### config.mk
export PLATFORM = sky130hd
export DESIGN_NAME = rv_slice_sequencer
export DESIGN_NICKNAME = d
export VERILOG_FILES = /design/src/rtl/rv_slice_sequencer_pkg.sv /design/src/rtl/rv_slice_sequencer_chi.sv /design/src/rtl/rv_slice_sequencer_reg.sv /design/src/rtl/rv_slice_sequencer.sv
export SDC_FILE = /design/constraint.sdc
export NUM_CORES = 1
export LEC_CHECK = 0
export CORE_ASPECT_RATIO = 2
export CORE_UTILIZATION = 40
export CTS_CLUSTER_DIAMETER = 120
export DETAILED_ROUTE_END_ITERATION = 8
export GPL_ROUTABILITY_DRIVEN = 0
export PLACE_DENSITY = 0.83
export SLEW_MARGIN = 40
export SYNTH_ARGS = -nofsm -noshare
export SYNTH_HDL_FRONTEND = slang
export SYNTH_SLANG_ARGS = --single-unit
### constraint.sdc
create_clock -name clk -period 2.7 [get_ports clk]
set_clock_uncertainty 0.15 [all_clocks]
set_input_delay 0.405 -clock clk [delete_from_list [all_inputs] [get_ports clk]]
set_output_delay 0.405 -clock clk [all_outputs]
set_load 0.05 [all_outputs]
### src/rtl/rv_slice_sequencer_pkg.sv
// Shared encoder definitions: slice geometry,
// sequencer state encoding and the chi row function.
package rv_slice_sequencer_pkg;

  localparam int SLICE_W = 25;
  localparam int ROW_W   = 5;

  typedef enum logic [2:0] {
    S_IDLE  = 3'd0,
    S_READ  = 3'd1,
    S_WAIT  = 3'd2,
    S_WRITE = 3'd3,
    S_DONE  = 3'd4
  } state_t;

  function automatic logic [ROW_W-1:0] chi_row(
    input logic [ROW_W-1:0] a
  );
    logic [ROW_W-1:0] r;
    r = '0;
    for (int x = 0; x < ROW_W; x++) begin
      r[x] = a[x] ^ (~a[(x+1)%ROW_W] & a[(x+2)%ROW_W]);
    end
    return r;
  endfunction

endpackage

### src/rtl/rv_slice_sequencer_chi.sv
// Combinational chi on one 5-bit row of a slice.
// Used five times per slice by the sequencer.
module rv_chi_row
  import rv_slice_sequencer_pkg::*;
(
  input  logic [ROW_W-1:0] i_a,
  output logic [ROW_W-1:0] o_y
);

  assign o_y = chi_row(i_a);

endmodule

### src/rtl/rv_slice_sequencer_reg.sv
// Loadable register with asynchronous active-low clear.
// Holds its value unless i_ld is high.
module rv_ld_reg #(
  parameter int W = 1
) (
  input  logic         clk,
  input  logic         rst_n,
  input  logic         i_ld,
  input  logic [W-1:0] i_d,
  output logic [W-1:0] o_q
);

  logic [W-1:0] r_q;

  always_ff @(posedge clk or negedge rst_n) begin
    if (!rst_n)    r_q <= '0;
    else if (i_ld) r_q <= i_d;
  end

  assign o_q = r_q;

endmodule

### src/rtl/rv_slice_sequencer.sv
// Chi stage sequencer: read slice, latch, write
// chi(slice) downstream, for every slice in order.
module rv_slice_sequencer
  import rv_slice_sequencer_pkg::*;
#(
  parameter int SLICES = 64,
  parameter int ADDR_W = 6
) (
  input  logic               clk,
  input  logic               rst,
  input  logic               start,
  output logic               rd_en,
  output logic [ADDR_W-1:0]  rd_addr,
  input  logic [SLICE_W-1:0] rd_data,
  output logic               wr_en,
  output logic [ADDR_W-1:0]  wr_addr,
  output logic [SLICE_W-1:0] wr_data,
  output logic               busy,
  output logic               done
);

  state_t r_state;
  state_t w_next;

  logic              w_cnt_ld;
  logic [ADDR_W-1:0] w_cnt_d;
  logic [ADDR_W-1:0] w_cnt;
  logic              w_slice_ld;
  logic [SLICE_W-1:0] w_slice;
  logic [SLICE_W-1:0] w_chi;
  logic              w_last;

  assign w_last = (w_cnt == ADDR_W'(SLICES-1));

  rv_ld_reg #(.W(ADDR_W)) u_cnt (
    .clk   (clk),
    .rst_n (rst),
    .i_ld  (w_cnt_ld),
    .i_d   (w_cnt_d),
    .o_q   (w_cnt)
  );

  rv_ld_reg #(.W(SLICE_W)) u_slice (
    .clk   (clk),
    .rst_n (rst),
    .i_ld  (w_slice_ld),
    .i_d   (rd_data),
    .o_q   (w_slice)
  );

  for (genvar y = 0; y < 5; y++) begin : g_row
    rv_chi_row u_row (
      .i_a (w_slice[ROW_W*y +: ROW_W]),
      .o_y (w_chi[ROW_W*y +: ROW_W])
    );
  end

  always_ff @(posedge clk or negedge rst) begin
    if (!rst) r_state <= S_IDLE;
    else      r_state <= w_next;
  end

  always_comb begin
    w_next     = r_state;
    w_cnt_ld   = 1'b0;
    w_cnt_d    = '0;
    w_slice_ld = 1'b0;
    rd_en      = 1'b0;
    rd_addr    = '0;
    wr_en      = 1'b0;
    wr_addr    = '0;
    wr_data    = '0;
    busy       = 1'b1;
    done       = 1'b0;
    unique case (r_state)
      S_IDLE: begin
        busy = 1'b0;
        if (start) begin
          w_next   = S_READ;
          w_cnt_ld = 1'b1;
        end
      end
      S_READ: begin
        rd_en   = 1'b1;
        rd_addr = w_cnt;
        w_next  = S_WAIT;
      end
      S_WAIT: begin
        w_slice_ld = 1'b1;
        w_next     = S_WRITE;
      end
      S_WRITE: begin
        wr_en   = 1'b1;
        wr_addr = w_cnt;
        wr_data = w_chi;
        if (w_last) begin
          w_next = S_DONE;
        end else begin
          w_next   = S_READ;
          w_cnt_ld = 1'b1;
          w_cnt_d  = w_cnt + ADDR_W'(1);
        end
      end
      S_DONE: begin
        done   = 1'b1;
        w_next = S_IDLE;
      end
      default: begin
        busy   = 1'b0;
        w_next = S_IDLE;
      end
    endcase
  end

endmodule

==> results.json <==
{
  "worstSetupStartpointType": "register",
  "avgSynthCellArea_um2": 10.3,
  "cts_tree": "done",
  "grt_usage_pct": 18.8,
  "grt_busiest_layer": "met2",
  "cts_sinks": 34,
  "grt_setup_unrepaired": "no",
  "antenna_cells": 0,
  "cp-end-kind": "output pin",
  "synth_cells": 194,
  "dp_hpwl_um": 3410,
  "fin_crit_ps": 2540,
  "path_clk_slew_ps": 70,
  "insertion_delay_ps": 280,
  "first_iter_violations": 14,
  "drcViolationCount": 0,
  "drv_cap": 0,
  "dr_total_vias": 1587,
  "path_max_fanout": 7,
  "die_height_um": 102,
  "syn_nets": 223,
  "status": "completed",
  "final_hold_viol_count": 0,
  "synth_ff_type": "dfrtp_1",
  "yosysSeqAreaShare_pct": 42.5,
  "ys_seq_elements": 34,
  "multi_input_area_um2": 1090,
  "async_flop_share_pct": 100,
  "slew_headroom_pct": 66.2,
  "fin_nets": 293,
  "seqCellArea_um2": 851,
  "worst_ep_required_time_ps": 2140,
  "max_freq_ghz": 0.394,
  "mostFrequentLayoutCells": "dfrtp_1 (34), clkdlybuf4s50_1 (30), xnor2_1 (27), nor2_1 (27), buf_12 (26)",
  "antenna_found_initial": 0,
  "coreArea_um2": 4820,
  "mostFrequentLayoutCell": "dfrtp_1",
  "grt_overflow": 0,
  "drive_gt1_share_pct": 27.2,
  "synth_edf_count": 0,
  "grt_pass1_wl_um": 7180,
  "use_met3_pct": 4.76,
  "tns_ps": 0,
  "clk_path_buf_depth": 2,
  "final_max_slew_viol_count": 0,
  "syn2layout_area_growth_pct": 55.2,
  "rows": 36,
  "syn_area_um2": 2000,
  "die_width_um": 52.0,
  "worstMarginPinSlew_ps": 507,
  "wl_um": 4490,
  "r2r_cells": 5,
  "htreeDepth": 2,
  "cts_root_buffer": "clkbuf_8",
  "grt_pass1_vias": 1597,
  "firstDrtPassIters": 4,
  "fill_cells": 357,
  "wl_per_cell_um": 13.9,
  "numCtsBuffers": 5,
  "use_met1_pct": 18.3,
  "postCtsSetupRepairBufs": 0,
  "worstPathArrival_ps": 1990,
  "setup_violations": 0,
  "fin_crit_sh_pct": 94.1,
  "antenna_left": 0,
  "grt_util_met2_pct": 34.1,
  "critPathKind": "register to output pin",
  "grt_start_max_net_pins": 35,
  "io_buffers": 68,
  "die_area_um2": 5310,
  "pin_count": 69,
  "synth_cell_type_count": 30,
  "cts_hold_buf": 0,
  "via_per_inst": 4.93,
  "synth_warnings": 0,
  "hold_path_class": "primary input to asynchronous set/reset pin",
  "start_util_pct": 41.6
}
-- cell type report --
cell class	count	area share [%]
multi-input combinational	149	35.2
timing repair buffer	72	31.2
sequential	34	27.4
clock buffer	8	3.54
tap	57	2.29
inverter	2	0.362
-- metrics by stage --
step	cell area (um^2)	worst slack, ps	util, %	instances	hold WS, ps
floorplan	2010	325	-	194	-40.6
finish	3110	160	64.5	322	384
global placement	2980	384	61.8	314	393
detailed placement	2980	317	61.8	314	398
CTS	3090	7.24	64.1	322	390
global route	3110	60.4	64.5	322	419
-- worst max-delay path, stage by stage, from the launching register on --
cell and delay [ps]:
dfrtp_1 480, nor3b_2 360, clkdlybuf4s50_1 870
-- logic make-up after synthesis --
logic type	Yosys count	share of synthesized area, %
adders and majority gates	1	0.625
xor gates and xnor gates	30	13.1
buffers and inverters	11	3.12
and+or+nand+nor	80	21.7
muxes	28	15.6
AOI/OAI and AO/OA	10	3.44
DFF	34	42.5
-- synthesized netlist by cell type (2+ instances only) --
library cell / instances / share of area [%]
and2_1: 13 / 4.1
o21ai_0: 2 / 0.50
nor2_1: 27 / 5.1
xor2_1: 3 / 1.3
nor2b_1: 25 / 7.8
mux2_2: 24 / 13
mux2i_1: 3 / 1.5
nand2_1: 5 / 0.94
buf_4: 2 / 0.75
nand3_1: 4 / 1.0
buf_2: 5 / 1.2
a21oi_1: 2 / 0.50
o211ai_1: 3 / 1.1
xnor2_1: 27 / 12
dfrtp_1: 34 / 42
-- per-layer routing --
metal | up-vias | part of all wire (%)
met4 | 0 | 2.4
li1 | 775 | -
met1 | 757 | 35
met3 | 8 | 3.8
met2 | 47 | 59
met5 | - | 0
-- state kept, by name, indices dropped and copies added, names as in the netlist --
register / cells
u_slice.o_q: 25
u_cnt.o_q: 6
r_state: 3
-- repair_timing --
item                       in CTS  in global routing
hold endpoints to repair        0                  0
setup endpoints to repair       0                  8
gates resized for setup         0                  7
-- worst paths after layout --
kind	startpoint	end	slack [ps]
max in group asynchronous	rst	r_state[0]	1690
setup / recovery	r_state[0]	rd_en	160
hold / removal	rst	u_slice.o_q[5]	380
hold reg to reg	u_slice.o_q[3]	u_slice.o_q[3]	410
min in group clk	u_slice.o_q[3]	u_slice.o_q[3]	410
setup reg to reg	r_state[2]	u_cnt.o_q[3]	840
Power is not shown: default switching activity piles up to over one toggle a cycle in this logic, so the estimate is an artifact.
